File: config.mk
export PLATFORM = sky130hd
export DESIGN_NAME = dcache_one_line
export DESIGN_NICKNAME = d
export VERILOG_FILES = /design/src/rtl/dcache_one_line_pkg.sv /design/src/rtl/dcache_one_line.sv
export SDC_FILE = /design/constraint.sdc
export NUM_CORES = 1
export LEC_CHECK = 0
export BUFFER_PORTS_ARGS = -buffer_cell sky130_fd_sc_hd__buf_2
export CORE_AREA = 5 5 253 255
export DETAILED_ROUTE_END_ITERATION = 12
export DIE_AREA = 0 0 258 260
export GPL_ROUTABILITY_DRIVEN = 0
export SLEW_MARGIN = 20
export SYNTH_ARGS = -nofsm -noshare
export SYNTH_HDL_FRONTEND = slang
export SYNTH_SLANG_ARGS = --single-unit
File: constraint.sdc
create_clock -name clk -period 9.2 [get_ports clk]
set_input_delay 1.38 -clock clk [delete_from_list [all_inputs] [get_ports clk]]
set_output_delay 1.38 -clock clk [all_outputs]
set_load 0.01 [all_outputs]
File: src/rtl/dcache_one_line_pkg.sv
// Shared constants, types and operation decode for the single-line data cache.
// No ports; imported by dcache_one_line.
package dcache_one_line_pkg;

  localparam int ADDR_W         = 32;
  localparam int WORD_W         = 32;
  localparam int LINE_W         = 256;
  localparam int WORDS_PER_LINE = 8;
  localparam int TAG_LSB        = 5;
  localparam int WORD_SEL_MSB   = 4;
  localparam int WORD_SEL_LSB   = 2;

  localparam int TAG_W          = ADDR_W - TAG_LSB;
  localparam int WORD_SEL_W     = WORD_SEL_MSB - WORD_SEL_LSB + 1;
  localparam int BYTES_PER_WORD = WORD_W / 8;

  typedef logic [TAG_W-1:0]                          tag_t;
  typedef logic [WORD_W-1:0]                         word_t;
  typedef logic [WORD_SEL_W-1:0]                     word_sel_t;
  typedef logic [BYTES_PER_WORD-1:0]                 byte_en_t;
  // Word k of the line occupies bits [32k+31:32k] once flattened.
  typedef logic [WORDS_PER_LINE-1:0][WORD_W-1:0]     line_t;

  typedef enum logic [2:0] {
    OP_NONE,
    OP_CMP_RD,
    OP_CMP_WR,
    OP_VICTIM_RD,
    OP_REFILL
  } op_e;

  function automatic op_e decode_op(input logic enable, input logic compare,
                                    input logic read);
    op_e op;
    if (!enable)              op = OP_NONE;
    else if (compare && read) op = OP_CMP_RD;
    else if (compare)         op = OP_CMP_WR;
    else if (read)            op = OP_VICTIM_RD;
    else                      op = OP_REFILL;
    return op;
  endfunction

endpackage

File: src/rtl/dcache_one_line.sv
// One cache line: valid/dirty/tag plus eight 32-bit words.
// Ports:
//   clk, rst         - rising-edge clock, async active-high reset
//   enable           - qualifies the operation; low holds state and masks hit/data_out
//   compare, read    - select compare-read/write, victim read or refill
//   address_in       - byte address (tag [31:5], word select [4:2])
//   byte_w_en        - per-byte write enable for compare-write
//   data_in          - compare-write data
//   data_line_in     - refill line
//   hit, data_out    - combinational tag-checked read result
//   dirty, valid     - stored status bits
//   data_line_out    - stored line, address_out - stored line base {tag, 5'b0}
module dcache_one_line
  import dcache_one_line_pkg::*;
(
  input  logic              clk,
  input  logic              rst,
  input  logic              enable,
  input  logic              compare,
  input  logic              read,
  input  logic [ADDR_W-1:0] address_in,
  input  logic [3:0]        byte_w_en,
  input  logic [WORD_W-1:0] data_in,
  input  logic [LINE_W-1:0] data_line_in,
  output logic              hit,
  output logic              dirty,
  output logic              valid,
  output logic [WORD_W-1:0] data_out,
  output logic [LINE_W-1:0] data_line_out,
  output logic [ADDR_W-1:0] address_out
);

  // Overlay the enabled bytes of new_w onto old_w.
  function automatic word_t merge_bytes(input word_t old_w, input word_t new_w,
                                        input byte_en_t be);
    word_t r;
    r = old_w;
    for (int b = 0; b < BYTES_PER_WORD; b++)
      if (be[b]) r[8*b +: 8] = new_w[8*b +: 8];
    return r;
  endfunction

  logic  valid_q, dirty_q;
  tag_t  tag_q;
  line_t words_q;

  tag_t      req_tag;
  word_sel_t word_sel;
  op_e       op;
  logic      tag_match;
  logic      unused_addr_lsb;

  assign req_tag         = address_in[ADDR_W-1:TAG_LSB];
  assign word_sel        = address_in[WORD_SEL_MSB:WORD_SEL_LSB];
  assign unused_addr_lsb = ^address_in[WORD_SEL_LSB-1:0];
  assign op              = decode_op(enable, compare, read);
  assign tag_match       = (tag_q == req_tag);

  assign hit      = enable & compare & valid_q & tag_match;
  assign data_out = hit ? words_q[word_sel] : '0;

  // Status and line outputs stay live while disabled; the two-way wrapper
  // reads them from the way that is not enabled.
  assign valid         = valid_q;
  assign dirty         = dirty_q;
  assign data_line_out = words_q;
  assign address_out   = {tag_q, {TAG_LSB{1'b0}}};

  always_ff @(posedge clk or posedge rst) begin
    if (rst) begin
      valid_q <= 1'b0;
      dirty_q <= 1'b0;
      tag_q   <= '0;
      words_q <= '0;
    end else begin
      case (op)
        OP_CMP_WR: begin
          // Dirty is set on any write hit, even with no bytes enabled.
          if (hit) begin
            words_q[word_sel] <= merge_bytes(words_q[word_sel], data_in, byte_w_en);
            dirty_q           <= 1'b1;
          end
        end
        OP_REFILL: begin
          words_q <= data_line_in;
          tag_q   <= req_tag;
          valid_q <= 1'b1;
          dirty_q <= 1'b0;
        end
        default: ;
      endcase
    end
  end

endmodule

== Yosys cells after proc, flatten, opt, wreduce, memory -nomap -nowiden ==
Index checks and enable logic that the tools add are counted.

* Magnitude comparators: 2
* Reductions and logical operators: 4
* Bitwise operators: 3
* Muxes and demuxes: 26
* Equal/unequal tests: 4

{| class="wikitable"
|+ Operators with widths
! cell !! count
|-
| case mux 256 bit (2 select lines) || 1
|-
| bitwise mux 256 bit || 1
|-
| two-way mux 256 bit || 1
|-
| binary-select mux 32 bit (select 3 bit) || 1
|-
| demux 32 bit (select 3 bit) || 1
|-
| two-way mux 32 bit || 3
|-
| two-way mux 8 bit || 12
|-
| == test 27 bit || 1
|-
| two-way mux 3 bit || 4
|-
| less-than comparator 3 x 4 -> 1 bit (second input constant) || 1
|-
| bitwise AND 1 bit || 3
|-
| == test 3 x 2 -> 1 bit (second input constant) || 1
|-
| == test 3 bit (second input constant) || 1
|-
| greater-or-equal comparator 3 x 1 -> 1 bit (second input constant) || 1
|-
| logical AND 1 bit || 2
|-
| != test 2 bit (second input constant) || 1
|-
| case mux 1 bit (2 select lines) || 1
|-
| AND reduction 2 bit || 1
|-
| nonzero test 2 bit || 1
|-
| two-way mux 1 bit || 1
|}

* Output and inout port bits: 323
* Logic and storage cells: 50
* Input port bits: 329
* Register bits after elaboration: 285

== Longest topological paths before layout ==
* Depth after elaboration: 9
* Gate-level depth with buffers: 10
* Depth with buffers taken out: 8

== Worst setup path before layout ==
OpenSTA, ideal clock, no wires.

* Kind: input -> output
* From: in address_in[30]
* To: out data_out[17]
* Required time: 7.820 ns
* Setup slack: 4.883 ns
* Stages on the path: 7
* Arrival time: 2.937 ns
* Buffers on the path: 1
* Path through: xor2_1 > nor4_1 > and4_1 > nand4_1 > inv_1 > clkbuf_1 > and3_1

* Cells in the longest elaborated chain, start to end: 3

{| class="wikitable"
|+ RTL lines
! element !! RTL line !! source
|-
| start, declared || dcache_one_line.sv:21 || <nowiki>input logic [ADDR_W-1:0] address_in,</nowiki>
|-
| == test 27 bit || dcache_one_line.sv:57 || <nowiki>assign tag_match = (tag_q == req_tag);</nowiki>
|-
| bitwise AND 1 bit || dcache_one_line.sv:59 || <nowiki>assign hit = enable & compare & valid_q & tag_match;</nowiki>
|-
| net hit || dcache_one_line.sv:25 || <nowiki>output logic hit,</nowiki>
|-
| two-way mux 32 bit || dcache_one_line.sv:60 || <nowiki>assign data_out = hit ? words_q[word_sel] : '0;</nowiki>
|-
| end, declared || dcache_one_line.sv:28 || <nowiki>output logic [WORD_W-1:0] data_out,</nowiki>
|}

The timed path passes the listed nets, and every way through them passes these cells.

== Worst setup path after layout ==
* From: in address_in[26]
* To: out data_out[6]

* Cells in the longest elaborated chain, start to end: 3

{| class="wikitable"
|+ RTL lines
! element !! RTL line
|-
| == test 27 bit || dcache_one_line.sv:57
|-
| bitwise AND 1 bit || dcache_one_line.sv:59
|-
| two-way mux 32 bit || dcache_one_line.sv:60
|}

Every way passes these cells.

==> results by group <==
CTS
  • Worst-path clk slew: 60 ps
  • TritonCTS clock tree: done
  • Total clock sinks: 285
  • Hold_buf cts: 0
  • CTS H-tree depth: 2
  • Worst skew pair latency: 530 ps
  • Root Buffer: clkbuf_16
  • CTS Buf Count: 36
  • PostCTS Resize Cnt: 0
  • Postcts setup bufs: 0
  • Clock buffer depth: 3

Global route
  • Vias in the first global route: 17.41k
  • First-pass GRT wire length: 122,900 um
  • Antenna violations before repair: 16
  • Total grt overflow: 0
  • Pin count of the biggest net entering global routing: 179
  • Tot GR Track Use: 0.2455

STA
  • Worst hold slack: 518.5 ps
  • Achievable Freq: 183.5 MHz
  • Rel. slew slack: 0.1955
  • Endpoints failing hold: 0
  • Slew @ Worst Pin: 1207 ps
  • Max-slew violations: 0
  • Min cycle time layout: 5449 ps
  • RSZ-0062 raised after global routing: false
  • Clk_skew: 15.92 ps
  • Final Cycle Share: 0.5923
  • Setup TNS Final: 0 ps
  • Setup-failing EPs final: 0
  • Final setup margin: 3751 ps

Worst hold path
  • Hold Crit Depth: 2
  • Hold WC Path Type: reg2reg

Cells and area
  • Nets: 2,755
  • Synth-to-Final Area Change: 33.34%
  • Non-filler cells, final: 3,249
  • Finished Core Util: 0.3481
  • Design area: 21,360 um^2
  • Share of cells above drive strength 1: 0.3401

Drt
  • WL per Instance: 26.76 um
  • Remaining antenna violation count: 0
  • Top sig layer: met5
  • Met3 WL post-DR: 7122 um
  • Drt drc: 0
  • Vias: 17.34k
  • Via density: 5.337
  • Wl on met1: 34,120 um
  • Drt pass-1 iters: 5
  • Detailed Route Iter0 Violations: 1,544
  • Metal2 WL: 41,530 um
  • Final Routed Wirelength: 86,940 um

Place
  • PortBufs: 644
  • Pre-CTS setup slack: 3786 ps
  • Dpl cell area: 20,170 um^2
  • Placed cells: 3,174
  • Post-DP HPWL: 61,670 um

Logic synthesis
  • Area contributors post-synth: dfrtp_1 (45%), nor2_1 (10%), a211oi_1 (9.7%)
  • Count leader, synth: nor2_1
  • Mean area per synthesized cell: 8.647 um^2
  • Mapped Cells: 1,853
  • Cell taking the most area after synthesis: dfrtp_1
  • Synth top cells by count: nor2_1 (437), nand2_1 (301), dfrtp_1 (285), a211oi_1 (208), clkbuf_1 (110)
  • Cell Area, Synth: 16,020 um^2
  • Library cells used by synthesis: 39
  • Synth async-reset ratio: 1.000
  • Post-synth EDFFs: 0
  • Register area share after synthesis: 0.4451
  • Main synth FF type: dfrtp_1
  • Top cell type's share of synthesized area: 0.4451
  • FF+latch count, synth: 285
  • Yosys warnings: 0

Power and ir drop
  • Total power: 5.095 mW
  • LEAKAGE: 9.944 nW
  • Power Dens Cells: 238.5 nW/um^2
  • Worst vdd rail ir drop: 0.1297 mV

Critical path
  • Worst setup path class: in2out
  • Req. time, crit path: 7820 ps
  • Crit end category: primary output
  • Reg2Reg Depth: 7
  • CP Launch Type: input pin
  • Critical Path AT: 4070 ps
  • Crit path max fanout: 18

Run
  • Max cap viols: 0

Die
  • Num rows: 91
  • Initial core utilization: 0.2611
  • Die H: 260 um
  • Area of the core: 61,370 um^2
  • Die area: 67,080 um^2
  • Die width: 258 um
  • I/O pin total: 652

Status
  • Status: finished clean
==> final cells by class <==
cell class | instances | area, um^2
clock inverter | 6 | 63.81
antenna | 10 | 25.02
clock buffer | 58 | 1095
tap | 790 | 988.4
inverter | 28 | 108.9
fill | 6452 | 40010
timing repair buffer | 681 | 3572
sequential | 285 | 7132
multi-input combinational | 1391 | 8379
==> worst max-delay path: stages <==
cell,delay [ps]
buf_2,110
xor2_1,180
nor4_1,330
and4_1,260
nand4_1,100
buf_4,280
inv_1,670
buf_4,370
and3_1,220
buf_2,140
==> routing by layer <==
layer / up-vias / track usage
met3: 217 / 0.04864
li1: 7648 / -
met5: - / 0
met1: 8480 / 0.3101
met2: 986 / 0.4084
met4: 8 / 0.1096
==> power breakdown <==
group          switching [mW]  internal [mW]
combinational           0.958          0.743
sequential              0.353           1.62
clock                   0.579          0.842
==> final timing paths <==
kind                                       startpoint                        endpoint  slack, ps
worst min register to register  tag_q[20]$_DFFE_PP0P_           tag_q[20]$_DFFE_PP0P_        520
worst min-delay path            tag_q[20]$_DFFE_PP0P_           tag_q[20]$_DFFE_PP0P_        520
worst max-delay path                   address_in[26]                     data_out[6]       3750
max in group asynchronous                         rst  data_line_out[135]$_DFFE_PP0P_       6130
min in group asynchronous                         rst  data_line_out[154]$_DFFE_PP0P_        900
worst max register to register   tag_q[6]$_DFFE_PP0P_   data_line_out[12]$_DFFE_PP0P_       5750
==> logic make-up after synthesis <==
group           Yosys count  share of synthesized area
flops                   285                     0.4451
fa+ha+maj                 3                   0.002343
mux                     120                    0.09261
buf+inv                 181                    0.04685
xor+xnor                 27                    0.01476
compound gates          365                     0.1710
other cells               1                  0.0002340
simple gates            871                     0.2271
==> state kept, by name (all words and copies together), names as in the netlist <==
name	flops
dirty	1
data_line_out	256
valid	1
tag_q	27
==> cells in the final DEF (no fill, tap or decap), types with 5 or more instances in the layout <==
cell type	synthesis	final
buf_4	10	33
clkbuf_8	0	9
dfrtp_1	285	285
a21oi_1	46	45
clkbuf_16	0	37
nor2b_4	0	8
inv_1	28	27
a221o_1	48	48
buf_2	27	643
clkbuf_1	110	12
mux2i_1	56	56
a211oi_1	208	208
mux2_2	46	46
diode_2	0	10
nor2_4	0	5
nand4_1	9	9
o22a_1	23	23
xor2_1	27	27
mux4_2	18	18
o21ai_4	0	8
nor3_1	9	5
a22oi_1	23	23
nand2_1	301	301
nor4_1	14	13
and3_1	71	71
conb_1	1	5
o21ai_1	15	8
nor2_1	437	432
or2_1	5	5
Power figures use the tool's default switching activity.
